[config.mk]
export PLATFORM = sky130hd
export DESIGN_NAME = alu_matrix_sequencer
export DESIGN_NICKNAME = d
export VERILOG_FILES = /design/src/rtl/alu_matrix_sequencer.sv
export SDC_FILE = /design/constraint.sdc
export NUM_CORES = 1
export LEC_CHECK = 0
export ABC_CLOCK_PERIOD_IN_PS = 2600
export BUFFER_PORTS_ARGS = -buffer_cell sky130_fd_sc_hd__clkbuf_2
export CORE_MARGIN = 5
export CORE_UTILIZATION = 40
export DETAILED_ROUTE_END_ITERATION = 7
export GPL_ROUTABILITY_DRIVEN = 0
export GPL_TIMING_DRIVEN = 1
export PLACE_DENSITY = 0.73
export SYNTH_ARGS = -nofsm -noshare
export SYNTH_HDL_FRONTEND = slang
export SYNTH_SLANG_ARGS = --single-unit
[constraint.sdc]
create_clock -name clk -period 2.6 [get_ports clk]
set_clock_uncertainty 0.05 [all_clocks]
set_input_delay 0.26 -clock clk [delete_from_list [all_inputs] [get_ports clk]]
set_output_delay 0.26 -clock clk [all_outputs]
set_load 0.03 [all_outputs]
[src/rtl/alu_matrix_sequencer.sv]
`default_nettype none
// ============================================================================
// Module   : alu_matrix_sequencer
// Brief    : Loads a 2x2 A/B pair into the ALU matrix core, issues one op,
//            then reads R[0..3] back to the host one element at a time.
// Revision : 1.0 - initial release
// ============================================================================
module alu_matrix_sequencer #(
  parameter int OP_WAIT = 4
) (
  input  logic        clk,
  input  logic        reset,
  input  logic        cmd_valid,
  input  logic [1:0]  cmd_op,
  output logic        cmd_ready,
  input  logic        in_valid,
  input  logic [31:0] in_data,
  output logic        in_ready,
  output logic        out_valid,
  output logic [31:0] out_data,
  input  logic        out_ready,
  output logic        busy,
  output logic [5:0]  sel,
  output logic [31:0] eleIn,
  input  logic [31:0] eleOut
);

  localparam int                  C_WAIT_W    = (OP_WAIT > 1) ? $clog2(OP_WAIT) : 1;
  localparam logic [C_WAIT_W-1:0] C_WAIT_LAST = C_WAIT_W'(OP_WAIT - 1);

  typedef enum logic [3:0] {
    S_IDLE     = 4'd0,
    S_LOAD     = 4'd1,
    S_EXEC     = 4'd2,
    S_WAIT     = 4'd3,
    S_RD_ISSUE = 4'd4,
    S_RD_HOLD  = 4'd5,
    S_RD_CAP   = 4'd6,
    S_OUT      = 4'd7
  } state_t;

  state_t                r_state, w_state_nxt;
  logic [2:0]            r_k, w_k_nxt;
  logic [C_WAIT_W-1:0]   r_wait, w_wait_nxt;
  logic [1:0]            r_op, w_op_nxt;
  logic [5:0]            r_sel, w_sel_nxt;
  logic [31:0]           r_ele_in, w_ele_in_nxt;
  logic [31:0]           r_out_data, w_out_data_nxt;
  logic                  r_out_valid, w_out_valid_nxt;
  logic                  r_busy;
  logic                  w_cmd_ready;
  logic                  w_in_ready;

  always_ff @(posedge clk) begin
    if (reset) begin
      r_state     <= S_IDLE;
      r_k         <= 3'd0;
      r_wait      <= '0;
      r_op        <= 2'd0;
      r_sel       <= 6'd0;
      r_ele_in    <= 32'd0;
      r_out_data  <= 32'd0;
      r_out_valid <= 1'b0;
      r_busy      <= 1'b0;
    end else begin
      r_state     <= w_state_nxt;
      r_k         <= w_k_nxt;
      r_wait      <= w_wait_nxt;
      r_op        <= w_op_nxt;
      r_sel       <= w_sel_nxt;
      r_ele_in    <= w_ele_in_nxt;
      r_out_data  <= w_out_data_nxt;
      r_out_valid <= w_out_valid_nxt;
      r_busy      <= (w_state_nxt != S_IDLE);
    end
  end

  always_comb begin
    w_state_nxt     = r_state;
    w_k_nxt         = r_k;
    w_wait_nxt      = r_wait;
    w_op_nxt        = r_op;
    w_sel_nxt       = r_sel;
    w_ele_in_nxt    = r_ele_in;
    w_out_data_nxt  = r_out_data;
    w_out_valid_nxt = r_out_valid;
    w_cmd_ready     = 1'b0;
    w_in_ready      = 1'b0;

    unique case (r_state)
      S_IDLE: begin
        w_cmd_ready = 1'b1;
        w_sel_nxt   = 6'd0;
        if (cmd_valid) begin
          w_op_nxt    = cmd_op;
          w_k_nxt     = 3'd0;
          w_state_nxt = S_LOAD;
        end
      end
      S_LOAD: begin
        w_in_ready = 1'b1;
        if (in_valid) begin
          w_sel_nxt    = {3'b000, r_k} + 6'd1;
          w_ele_in_nxt = in_data;
          w_k_nxt      = r_k + 3'd1;
          if (r_k == 3'd7) begin
            w_state_nxt = S_EXEC;
          end
        end else begin
          w_sel_nxt = 6'd0;
        end
      end
      S_EXEC: begin
        w_sel_nxt   = {4'b0100, r_op};
        w_wait_nxt  = '0;
        w_state_nxt = S_WAIT;
      end
      S_WAIT: begin
        w_sel_nxt = 6'd0;
        if (r_wait == C_WAIT_LAST) begin
          w_k_nxt     = 3'd0;
          w_state_nxt = S_RD_ISSUE;
        end else begin
          w_wait_nxt = r_wait + 1'b1;
        end
      end
      S_RD_ISSUE: begin
        w_sel_nxt   = {3'b100, r_k};
        w_state_nxt = S_RD_HOLD;
      end
      // Core has a two-edge read latency: issue, hold, then capture.
      S_RD_HOLD: begin
        w_state_nxt = S_RD_CAP;
      end
      S_RD_CAP: begin
        w_out_data_nxt  = eleOut;
        w_out_valid_nxt = 1'b1;
        w_sel_nxt       = 6'd0;
        w_state_nxt     = S_OUT;
      end
      S_OUT: begin
        if (out_ready) begin
          w_out_valid_nxt = 1'b0;
          if (r_k == 3'd3) begin
            w_state_nxt = S_IDLE;
          end else begin
            w_k_nxt     = r_k + 3'd1;
            w_state_nxt = S_RD_ISSUE;
          end
        end
      end
      default: begin
        w_state_nxt = S_IDLE;
      end
    endcase
  end

  assign cmd_ready = w_cmd_ready & ~reset;
  assign in_ready  = w_in_ready & ~reset;
  assign out_valid = r_out_valid;
  assign out_data  = r_out_data;
  assign busy      = r_busy;
  assign sel       = r_sel;
  assign eleIn     = r_ele_in;

endmodule
`default_nettype wire
==> run summary <==
* complete, no violations — outcome
* 100 ps — clock-pin slew reported for the worst setup and hold paths after clock tree synthesis
* 22 — biggest fanout along the worst timing path
* 9 — clock buffers created by TritonCTS
* 2160 ps — post-layout minimum cycle time
* 3.76 mm — Post-Route M1 WL
* 8.24 um^2 — synthesized area per cell
* 0 — antenna violations before repair
* 2 — worst-case clock buffer depth
* 406 — Post-Synthesis Cells
* 3 — count of cells along the worst hold path
* 481 — Synthesized Nets
* 26.7% — Area Growth Syn to Fin
* 1 — WP buf/inv
* 0 — hold-fix buffer count after cts
* 4 — Initial DRT Pass Iterations
* 0 — grt total ovfl
* met4 — highest routed layer
* nor4b_4 > nor2b_1 > clkbuf_2 — cells traversed along the worst timing path
* 0 — max-cap viol count
* 3074 — via count of the first global-routing pass
* 3 — number of H-tree branching levels
* 340 ps — clock network latency to the later pin of the worst-skew pair
* 13.1 um — mean routed wirelength per cell
* 0 — Antenna Violating Nets Remaining
* 3350 um^2 — Post-Synthesis Cell Area
* 0 — post-cts resize count
* 0 — antenna diode count
* 5 — R2R cell count
* 646 — post-route non-filler standard cell count
* 8180 um^2 — area of the core
* 13.6 mm — global-route wire length before repair
* 144 — total of buffers placed on input and output ports
* r_state[2] — start of the worst register-to-register path
* 4050 um^2 — placed cell area
* 145 — io pins
* in_data[5] — origin of the worst min-delay path
* 315 uV — VDD IR max
* 2290 ps — Crit path required time
* 83 — register bit total from synthesis
* yes — TritonCTS clock tree
* input port to flip-flop — Tightest Hold Check Type
* 16.4% — overall fraction of global-route tracks in use
* clkbuf_8 — clock root buffer
* 720 ps — maximum single-stage delay on the critical path
* 0 — Synth warnings
* no — setup repair after global routing missed its margin
* 682 ps — Tightest Pin Transition
* 1.81 nW — leakage power figure
* 33 — number of rows created at floorplan
* 630 — number of placed cells counting well taps
* 10300 um^2 — area of the die
* 0 — number of remaining DRC errors
* 819 — Fill cells
* 83 — Sink Count
* 101 um — floorplan die width
* 46 — maximum number of pins on one net before global-route repair
* 34.6% — fraction of layout cells with a size suffix above 1
* 39 — Cell variety after synth
* 0 — Setup Viol. Count Final
* 611 — Final #Nets
* out_data[29] — endpoint of the lowest-slack register-to-register path
* 3.85 mm — DR WL met2
* 464 MHz — Max Fclk
* 0 — Final Hold Vio Count
* dfxtp_1 — library cell contributing the largest single delay on the critical path
* output port — Worst Setup End Kind
* eleIn[5] — end point of the worst hold path
* 101 um — die boundary height
* 539 nW/um^2 — P per Cell Area
* 0 — postcts setup bufs
* 0 ps — setup TNS after final layout
* flip-flops — CP top delay family
* 1850 ps — signal arrival time at the worst endpoint
* 99 — violation count after the first detailed-routing iteration
* 6.30 mm — half-perimeter wire length after placement
* 8.49 mm — DRT Wirelength
* clkbuf_2, nand2_1, dfxtp_1 — commonest non-fill, non-tap cells in the layout
* 677 um — wire length on met3
* 4240 um^2 — Final Cell Area
* 82.9% — final critical-path share of the clock period
* 54.4% — relative max-transition margin
* clkbuf_2 — most frequent standard cell in the layout excluding fill and tap cells
* 4.82 — via-per-instance ratio
* 0 — number of slew-limit violations in the final report
* 40.9% — effective utilization at floorplan
* flip-flop to output port — start-to-end type of the worst setup path
* flip-flop — type of element launching the critical path
* 49.6% — proportion of synthesized chip area in sequential cells
* 580 ps — slack of the worst reg-to-reg path
* 3116 — vias post-DR
==> worst reg2reg max path: cells and delay by family, from the launching register on <==
family,cells,cell delay (ps)
buf+inv,1,220
compound gates,1,120
flops,1,760
simple gates,3,800
==> through the flow <==
| stage | power [mW] | utilization (%) | setup WS [ps] | hold slack (ps) |
|---|---|---|---|---|
| 2_1_floorplan | 1.39 | - | 943 | 346 |
| 3_3_place_gp | 1.46 | 49.6 | 668 | 391 |
| 3_5_place_dp | 1.46 | 49.6 | 603 | 398 |
| 4_1_cts | 2.32 | 51.9 | 430 | 45.5 |
| 5_1_grt | 2.39 | 51.9 | 262 | 53.9 |
| 6_report | 2.28 | 51.9 | 445 | 65.9 |
==> metal layers <==
layer,up-vias,GRT usage [%]
met4,0,7.57
met3,15,3.31
met5,-,0
met1,1393,20.5
met2,110,27.1
li1,1598,-
==> power breakdown <==
group          switching [mW]  total, mW  internal, mW
Combinational          0.0781      0.138        0.0601
Sequential             0.0102       1.29          1.28
Clock                   0.472      0.855         0.383
Total                   0.561       2.28          1.72
==> worst max-delay path by stage <==
stage	depth (start not counted)	end	slack (ps)	from
floorplan	6	r_k[0]	940	r_k[0]
global placement	5	out_data[11]	670	r_state[0]
detailed placement	5	out_data[16]	600	r_state[0]
CTS	3	in_ready	430	r_state[0]
global route	3	in_ready	260	r_state[0]
finish	3	in_ready	440	r_state[0]
==> Yosys cell counts <==
cell / n / area [um^2]
a22o_1: 2 / 17.5
nand3_1: 7 / 35.0
o21ai_0: 5 / 25.0
dfxtp_1: 83 / 1660
clkbuf_1: 11 / 41.3
ha_1: 4 / 50.1
a21oi_2: 12 / 105
buf_8: 3 / 45.0
a31o_2: 1 / 8.76
and4bb_2: 1 / 12.5
a21oi_1: 61 / 305
and2b_1: 1 / 7.51
buf_6: 3 / 33.8
and3_1: 2 / 12.5
or3_1: 1 / 6.26
buf_4: 6 / 45.0
nor2b_1: 2 / 12.5
a22oi_1: 3 / 22.5
and2_1: 2 / 12.5
and4b_1: 1 / 10.0
a32oi_1: 3 / 26.3
mux2_2: 3 / 33.8
nand4_1: 2 / 12.5
inv_1: 5 / 18.8
nor4b_4: 1 / 23.8
o21ba_2: 1 / 10.0
buf_2: 8 / 40.0
a311oi_1: 2 / 17.5
and2_2: 1 / 7.51
a21o_1: 1 / 7.51
a21boi_0: 1 / 7.51
and3b_1: 2 / 17.5
nor3b_1: 1 / 7.51
o2bb2ai_1: 2 / 17.5
nor2_1: 15 / 56.3
conb_1: 1 / 3.75
nor2_2: 1 / 6.26
nand2_1: 142 / 533
mux2i_1: 3 / 30.0
==> registers in the layout, indices dropped and copies added, names as in the netlist <==
name and flops:
r_state 4, eleIn 32, sel 6, busy 1
r_op 2, r_k 3, r_wait 2, out_data 32
out_valid 1
==> kinds of logic (layout without fill, tap and decap cells) <==
family | after synthesis | count (layout) | synth area share (%)
AOI/OAI and AO/OA | 94 | 94 | 17.0
adders and majority gates | 4 | 4 | 1.50
buffers and inverters | 36 | 171 | 6.69
DFF | 83 | 83 | 49.6
muxes | 6 | 6 | 1.91
other | 1 | 1 | 0.112
and+or+nand+nor | 182 | 182 | 23.1
==> area by class of cell <==
type	count	area [um^2]	share of cell area, %
Timing Repair Buffer	150	778	18.4
Clock buffer	10	138	3.25
Inverter	5	18.8	0.443
Tap cell	105	131	3.10
Sequential cell	83	1660	39.2
Multi-Input combinational cell	287	1460	34.5
Clock inverter	6	50.0	1.18
No activity file was read; power rests on OpenSTA's default activity.
